==> src/rtl/blink_pkg.sv <==
// Shared types and defaults for the multi-channel blink generator.
// Imported by blink_chan and blink_multi.
package blink_pkg;

    typedef enum logic [1:0] {
        OFF    = 2'd0,
        TOGGLE = 2'd1,
        PULSE  = 2'd2,
        ON     = 2'd3
    } blink_mode_t;

    // All-ones period, i.e. the slowest wrap for a given counter width
    function automatic logic [31:0] def_period(input int cbits);
        return (32'd1 << cbits) - 32'd1;
    endfunction

endpackage

==> src/rtl/blink_chan.sv <==
// One blink channel: wrap counter, toggle bit and registered led/flg.
// A load clears the phase; outputs on that edge still use the old state.
module blink_chan
    import blink_pkg::*;
#(
    parameter int CBITS = 11
) (
    input  logic             clk,
    input  logic             rst,
    input  logic             en,
    input  logic             load,
    input  logic [CBITS-1:0] cfg_period,
    input  blink_mode_t      cfg_mode,
    output logic             led,
    output logic             flg
);

    logic [CBITS-1:0] cnt;
    logic [CBITS-1:0] period;
    blink_mode_t      mode;
    logic             tog;
    logic             w;
    logic             led_nxt;

    assign w = (cnt == '0);

    always_comb begin
        led_nxt = 1'b0;
        unique case (mode)
            OFF:    led_nxt = 1'b0;
            TOGGLE: led_nxt = tog;
            PULSE:  led_nxt = w;
            ON:     led_nxt = 1'b1;
        endcase
    end

    always_ff @(posedge clk) begin
        if (rst) begin
            cnt    <= '0;
            period <= CBITS'(def_period(CBITS));
            mode   <= TOGGLE;
            tog    <= 1'b0;
            led    <= 1'b0;
            flg    <= 1'b0;
        end else begin
            flg <= en & w;
            if (en)
                led <= led_nxt;
            if (load) begin
                period <= cfg_period;
                mode   <= cfg_mode;
                cnt    <= '0;
                tog    <= 1'b0;
            end else if (en) begin
                cnt <= (cnt == period) ? '0 : cnt + CBITS'(1);
                tog <= tog ^ w;
            end
        end
    end

endmodule

==> src/rtl/blink_multi.sv <==
// Multi-channel configurable blink/heartbeat generator.
// Out-of-range channel writes match no channel and are dropped.
module blink_multi
    import blink_pkg::*;
#(
    parameter int CBITS = 11,
    parameter int NCH   = 4,
    parameter int CHW   = (NCH > 1) ? $clog2(NCH) : 1
) (
    input  logic             clk,
    input  logic             rst,
    input  logic             en,
    input  logic             cfg_we,
    input  logic [CHW-1:0]   cfg_ch,
    input  logic [CBITS-1:0] cfg_period,
    input  logic [1:0]       cfg_mode,
    output logic [NCH-1:0]   led,
    output logic [NCH-1:0]   flg
);

    logic [NCH-1:0] load;

    for (genvar i = 0; i < NCH; i++) begin : g_ch
        assign load[i] = cfg_we && (cfg_ch == CHW'(i));

        blink_chan #(
            .CBITS(CBITS)
        ) u_chan (
            .clk       (clk),
            .rst       (rst),
            .en        (en),
            .load      (load[i]),
            .cfg_period(cfg_period),
            .cfg_mode  (blink_mode_t'(cfg_mode)),
            .led       (led[i]),
            .flg       (flg[i])
        );
    end

endmodule

==> config.mk <==
export PLATFORM = sky130hd
export DESIGN_NAME = blink_multi
export DESIGN_NICKNAME = d
export VERILOG_FILES = /design/src/rtl/blink_pkg.sv /design/src/rtl/blink_chan.sv /design/src/rtl/blink_multi.sv
export SDC_FILE = /design/constraint.sdc
export NUM_CORES = 1
export LEC_CHECK = 0
export ABC_CLOCK_PERIOD_IN_PS = 3400
export CAP_MARGIN = 20
export CORE_MARGIN = 10
export CORE_UTILIZATION = 55
export CTS_CLUSTER_SIZE = 25
export DETAILED_ROUTE_END_ITERATION = 12
export GPL_ROUTABILITY_DRIVEN = 0
export PLACE_DENSITY_LB_ADDON = 0.15
export SYNTH_ARGS = -nofsm -noshare
export SYNTH_HDL_FRONTEND = slang
export SYNTH_SLANG_ARGS = --single-unit
==> constraint.sdc <==
create_clock -name clk -period 3.4 [get_ports clk]
set_input_delay 0.34 -clock clk [delete_from_list [all_inputs] [get_ports clk]]
set_output_delay 0.34 -clock clk [all_outputs]
set_load 0.01 [all_outputs]
Word-level counts from Yosys, hierarchy flattened

Cells that the tools add are included.

Input bits: 19
Memory bits (writable): 0
Memories kept: 0
Register bits: 108
Word-level logic and storage cells: 80
ROM bits: 0
Bits in latches: 0

Reduce and logical (&&, ||, !) cells: 17
Bitwise gates (word level): 8
Shifts and indexed selects: 0
Div/mod/pow operators: 0
Magnitude comparators: 0
Multiplexer cells: 8
Add/sub/neg operators: 4
$mul: 0
Equality and inequality tests: 19

Operator list:

| operator                                       | count |
|---|---|
| adder 11 x 1 -> 11 bit (second input constant) | 4 |
| == test 11 bit                                 | 4 |
| logical NOT 11 bit                             | 4 |
| 2-to-1 mux 11 bit                              | 4 |
| == test 2 bit (second input constant)          | 10 |
| one-hot mux 1 bit (4 select lines)             | 4 |
| == test 2 x 1 -> 1 bit (second input constant) | 5 |
| logical NOT 2 bit                              | 5 |
| OR reduction 2 bit                             | 4 |
| bitwise AND 1 bit                              | 4 |
| logical AND 1 bit                              | 4 |
| XOR 1 bit                                      | 4 |

Longest topological paths before layout

Depth after elaboration: 3
Gate-level depth with buffers: 6

By module

From an unflattened synthesis, not the netlist that was laid out.

Cell total of the unflattened synthesis: 520
Area, all modules: 4847.1 sq um

By module, submodules not included:

| module      | cells each | sequential area each (sq um) | area an instance (sq um) | times used |
|---|---|---|---|---|
| blink_chan  | 129        | 540.5                        | 1202.4                   | 4 |
| blink_multi | 4          | 0.0                          | 37.5                     | 1 |

Worst setup path after synthesis

OpenSTA, ideal clock, no wires.

Kind: register to register
Start: reg g_ch[3].u_chan.cnt[0]
End: reg g_ch[3].u_chan.cnt[10]
Arrival time: 1.296 ns
Slack: 2.024 ns
Data required time: 3.321 ns
Clock period less this slack: 1.376 ns
Buffers on the path: 0
Setup time: 0.079 ns
Cell stages (with the launch flop): 5
Path through: dfxtp_1 ha_1 nand4_2 or3_1 a211oi_2

Longest elaborated chain between the ends: 2
Elaborated cells on any way between the ends: 3
Those cells by class: add/sub: 1; eq/ne: 1; mux: 1

RTL lines:

| item                                                     | line             | RTL |
|---|---|---|
| start, declared                                          | blink_chan.sv:18 | `logic [CBITS-1:0] cnt;` |
| start signal, assigned                                   | blink_chan.sv:55 | `cnt <= (cnt == period) ? '0 : cnt + CBITS'(1);` |
| adder 11 x 1 -> 11 bit or == test 11 bit (tied branches) | blink_chan.sv:55 |  |
| 2-to-1 mux 11 bit *                                      | blink_chan.sv:55 |  |

Every way passes the cells marked *; elsewhere a longest branch is shown, timed or not.
A chain may end at the register's enable or synchronous reset.

Final worst setup path

Start: in cfg_we
End: reg g_ch[0].u_chan.period[3]

Longest elaborated chain between the ends: 1

RTL lines:

| item                 | line              | RTL |
|---|---|---|
| start, declared      | blink_multi.sv:13 | `input logic cfg_we,` |
| logical AND 1 bit    | blink_multi.sv:24 | `assign load[i] = cfg_we && (cfg_ch == CHW'(i));` |
| end signal, assigned | blink_chan.sv:40  | `period <= CBITS'(def_period(CBITS));` |
| end signal, assigned | blink_chan.sv:50  | `period <= cfg_period;` |
| end, declared        | blink_chan.sv:19  | `logic [CBITS-1:0] period;` |

Every way passes these cells.

==> metrics.yaml <==
status: "finished, final reports clean"
min_period_over_period_pct: 53.7
relSlewSlack_pct: 49.9
clock_path_buffers: 2
syn-mean-instance-area_sq_um: 8.75
dieArea_sq_um: 13500
synthMuxAreaShare_pct: 0.985
grt_first_pass_wirelength_um: 18300
final_nets: 612
drv_cap: 0
die_w_um: 116
crit_chain: "clkdlybuf4s50_1 -> nor3b_4 -> buf_4 -> nor2b_1 -> a211o_1"
cts_made_buffers: 9
postCtsSetupBuffers: 0
h-tree-depth: 3
synthSimpleGateAreaFrac_pct: 30.4
synthDistinctLibCells: 39
clockRootBuffer: "clkbuf_8"
cts_tree: "yes"
rows: 35
fill_cells: 825
peakVddDrop_uv: 215
cp.arrival_ns: 2.08
fmax_mhz: 548
clk_latency_ns: 0.36
area_growth_pct: 8.44
cts_resized: 0
grt_max_degree: 45
ant_nets: 0
setup_viol: 0
synth_top_area_cell: "dfxtp_1"
rsz0062_at_grt: "false"
hpwl_um: 7670
final_area_sq_um: 5510
synth-compound-area-share_pct: 4.14
p_per_area_nw_per_um2: 425
crit_path_max_incr_delay_ns: 0.57
yosys.area.top_type_share_pct: 42.5
hold_buffers: 0
grt_usage_pct: 16.8
vias_per_cell: 5.56
postPlaceCellArea_sq_um: 5340
gr-total-overflow: 0
critical_path_class: "input pin to flip-flop"
cp-end-kind: "flip-flop"
clock_sinks: 108
async_flop_share_pct: 0
drc: 0
clkTransAtPathRegs_ns: 0.09
dpl.cell_count: 685
synth_edf_count: 0
wl_per_cell_um: 15.3
drt_iter0_drc: 196
grt_pass1_vias: 3781
synth_most_common_cell: "dfxtp_1"
syn_inst: 581
cp_max_fo: 15
antenna_cells: 0
syn_nets: 608
io_pins: 27
hold_class: "flip-flop to flip-flop"
synth_top_family_by_area: "simple AND/OR/NAND/NOR gates"
synthTopCellsByArea: "dfxtp_1 (43%), xnor2_1 (11%), nand2_1 (7.3%), nand3b_1 (5.5%), nor3_1 (5.1%)"
finalWorstPathRequiredPeriod_ns: 1.83
fin_setup_tns_ns: 0
syn_area_sq_um: 5080
routed_wl_um: 10800
synth_flop_cell: "dfxtp_1"
num_vias: 3899
grt_antenna_before_repair: 0
fin_skew_ns: 0.0162
synth_common_cells: "dfxtp_1 (108), nand2_1 (99), xnor2_1 (61)"
port_buffers: 26
ys_warn_count: 0
synth-seq-area-share_pct: 42.5
drive_gt1_share_pct: 4.58
cp.required_ns: 3.65
tightest_slew_ns: 0.748
slowest_stage: "clkdlybuf4s50_1"
synthXorXnorAreaFrac_pct: 15.0
instances_no_fill: 701
crit_path_start_kind: "input pin"
slew_violations: 0
p_leak_nw: 2.06
drtPass1Iterations: 4
coreArea_sq_um: 9110
start_util_pct: 55.8
final_util_pct: 60.5
synth_adder_area_share_pct: 1.97
synth_seq_cells: 108
fp.dieH_um: 116
hold_violations: 0
-- report_power, final --
group	switching [W]	internal, W	leakage (nW)
Clock	0.000432	0.000294	0.0914
Sequential	0.0000430	0.00132	0.882
Combinational	0.000131	0.000127	1.08
-- kinds of logic after synthesis --
family / count (synthesis)
adder cells (fa/ha/maj): 8
flip-flops: 108
AO/OA/AOI/OAI: 27
multiplexers: 5
AND/OR/NAND/NOR: 294
XOR/XNOR: 87
buffers and inverters: 52
-- metal layers --
metal / track usage (%) / wire length, um / vias up
met4: 5.34 / 131 / 0
met1: 21.7 / 5070 / 1843
met5: 0 / 0 / -
met3: 2.82 / 493 / 11
li1: - / - / 1976
met2: 27.9 / 5070 / 69
-- through the flow --
stage / hold slack (ns) / total power, W / setup slack [ns]
floorplan: 0.426 / 0.00157 / 2.02
global placement: 0.440 / 0.00164 / 1.27
detailed placement: 0.451 / 0.00165 / 1.19
CTS: 0.470 / 0.00237 / 1.59
global route: 0.490 / 0.00245 / 1.42
finish: 0.462 / 0.00234 / 1.57
-- layout by cell type (no fill, tap or decap), types with 12 or more instances in the layout --
| master | n |
|---|---|
| a211o_1 | 12 |
| nand3b_1 | 37 |
| nor2b_1 | 16 |
| xor2_1 | 26 |
| nand4_1 | 33 |
| nor2_1 | 22 |
| nor3_1 | 52 |
| xnor2_1 | 61 |
| clkdlybuf4s50_1 | 26 |
| dfxtp_1 | 108 |
| nand2_1 | 99 |
-- sequential cells by signal, indices dropped and copies added, names as in the netlist --
name / count
g_ch.u_chan.tog: 4
g_ch.u_chan.led: 4
g_ch.u_chan.flg: 4
g_ch.u_chan.mode: 8
g_ch.u_chan.period: 44
g_ch.u_chan.cnt: 44
-- path summary, 6_finish.rpt --
| kind | endpoint | slack [ns] | from | cells past startpoint |
|---|---|---|---|---|
| worst min-delay path | g_ch[2].u_chan.led$_SDFFE_PP0P_ | 0.46 | g_ch[2].u_chan.led$_SDFFE_PP0P_ | 2 |
| worst max-delay path | g_ch[0].u_chan.period[3]$_SDFFE_PP1P_ | 1.57 | cfg_we | 5 |
| worst min register to register | g_ch[2].u_chan.led$_SDFFE_PP0P_ | 0.46 | g_ch[2].u_chan.led$_SDFFE_PP0P_ | 2 |
| worst max register to register | g_ch[1].u_chan.tog$_SDFFE_PP0P_ | 1.76 | g_ch[1].u_chan.cnt[0]$_SDFFE_PP0P_ | 6 |
-- worst max-delay path, delay by kind of cell --
family	cells	cell delay, ns
buf+inv	2	0.85
simple gates	2	0.63
compound gates	1	0.26
-- layout make-up --
cell class                      instances  area (sq um)  share of cell area [%]
Sequential cell                       108          2160                    39.2
Inverter                               10          37.5                   0.681
Clock buffer                           12           145                    2.63
Timing Repair Buffer                   35           328                    5.95
Tap cell                              111           139                    2.52
Clock inverter                          4          31.3                   0.568
Multi-Input combinational cell        421          2670                    48.4
Note: power is estimated with default switching activity, not from simulation.
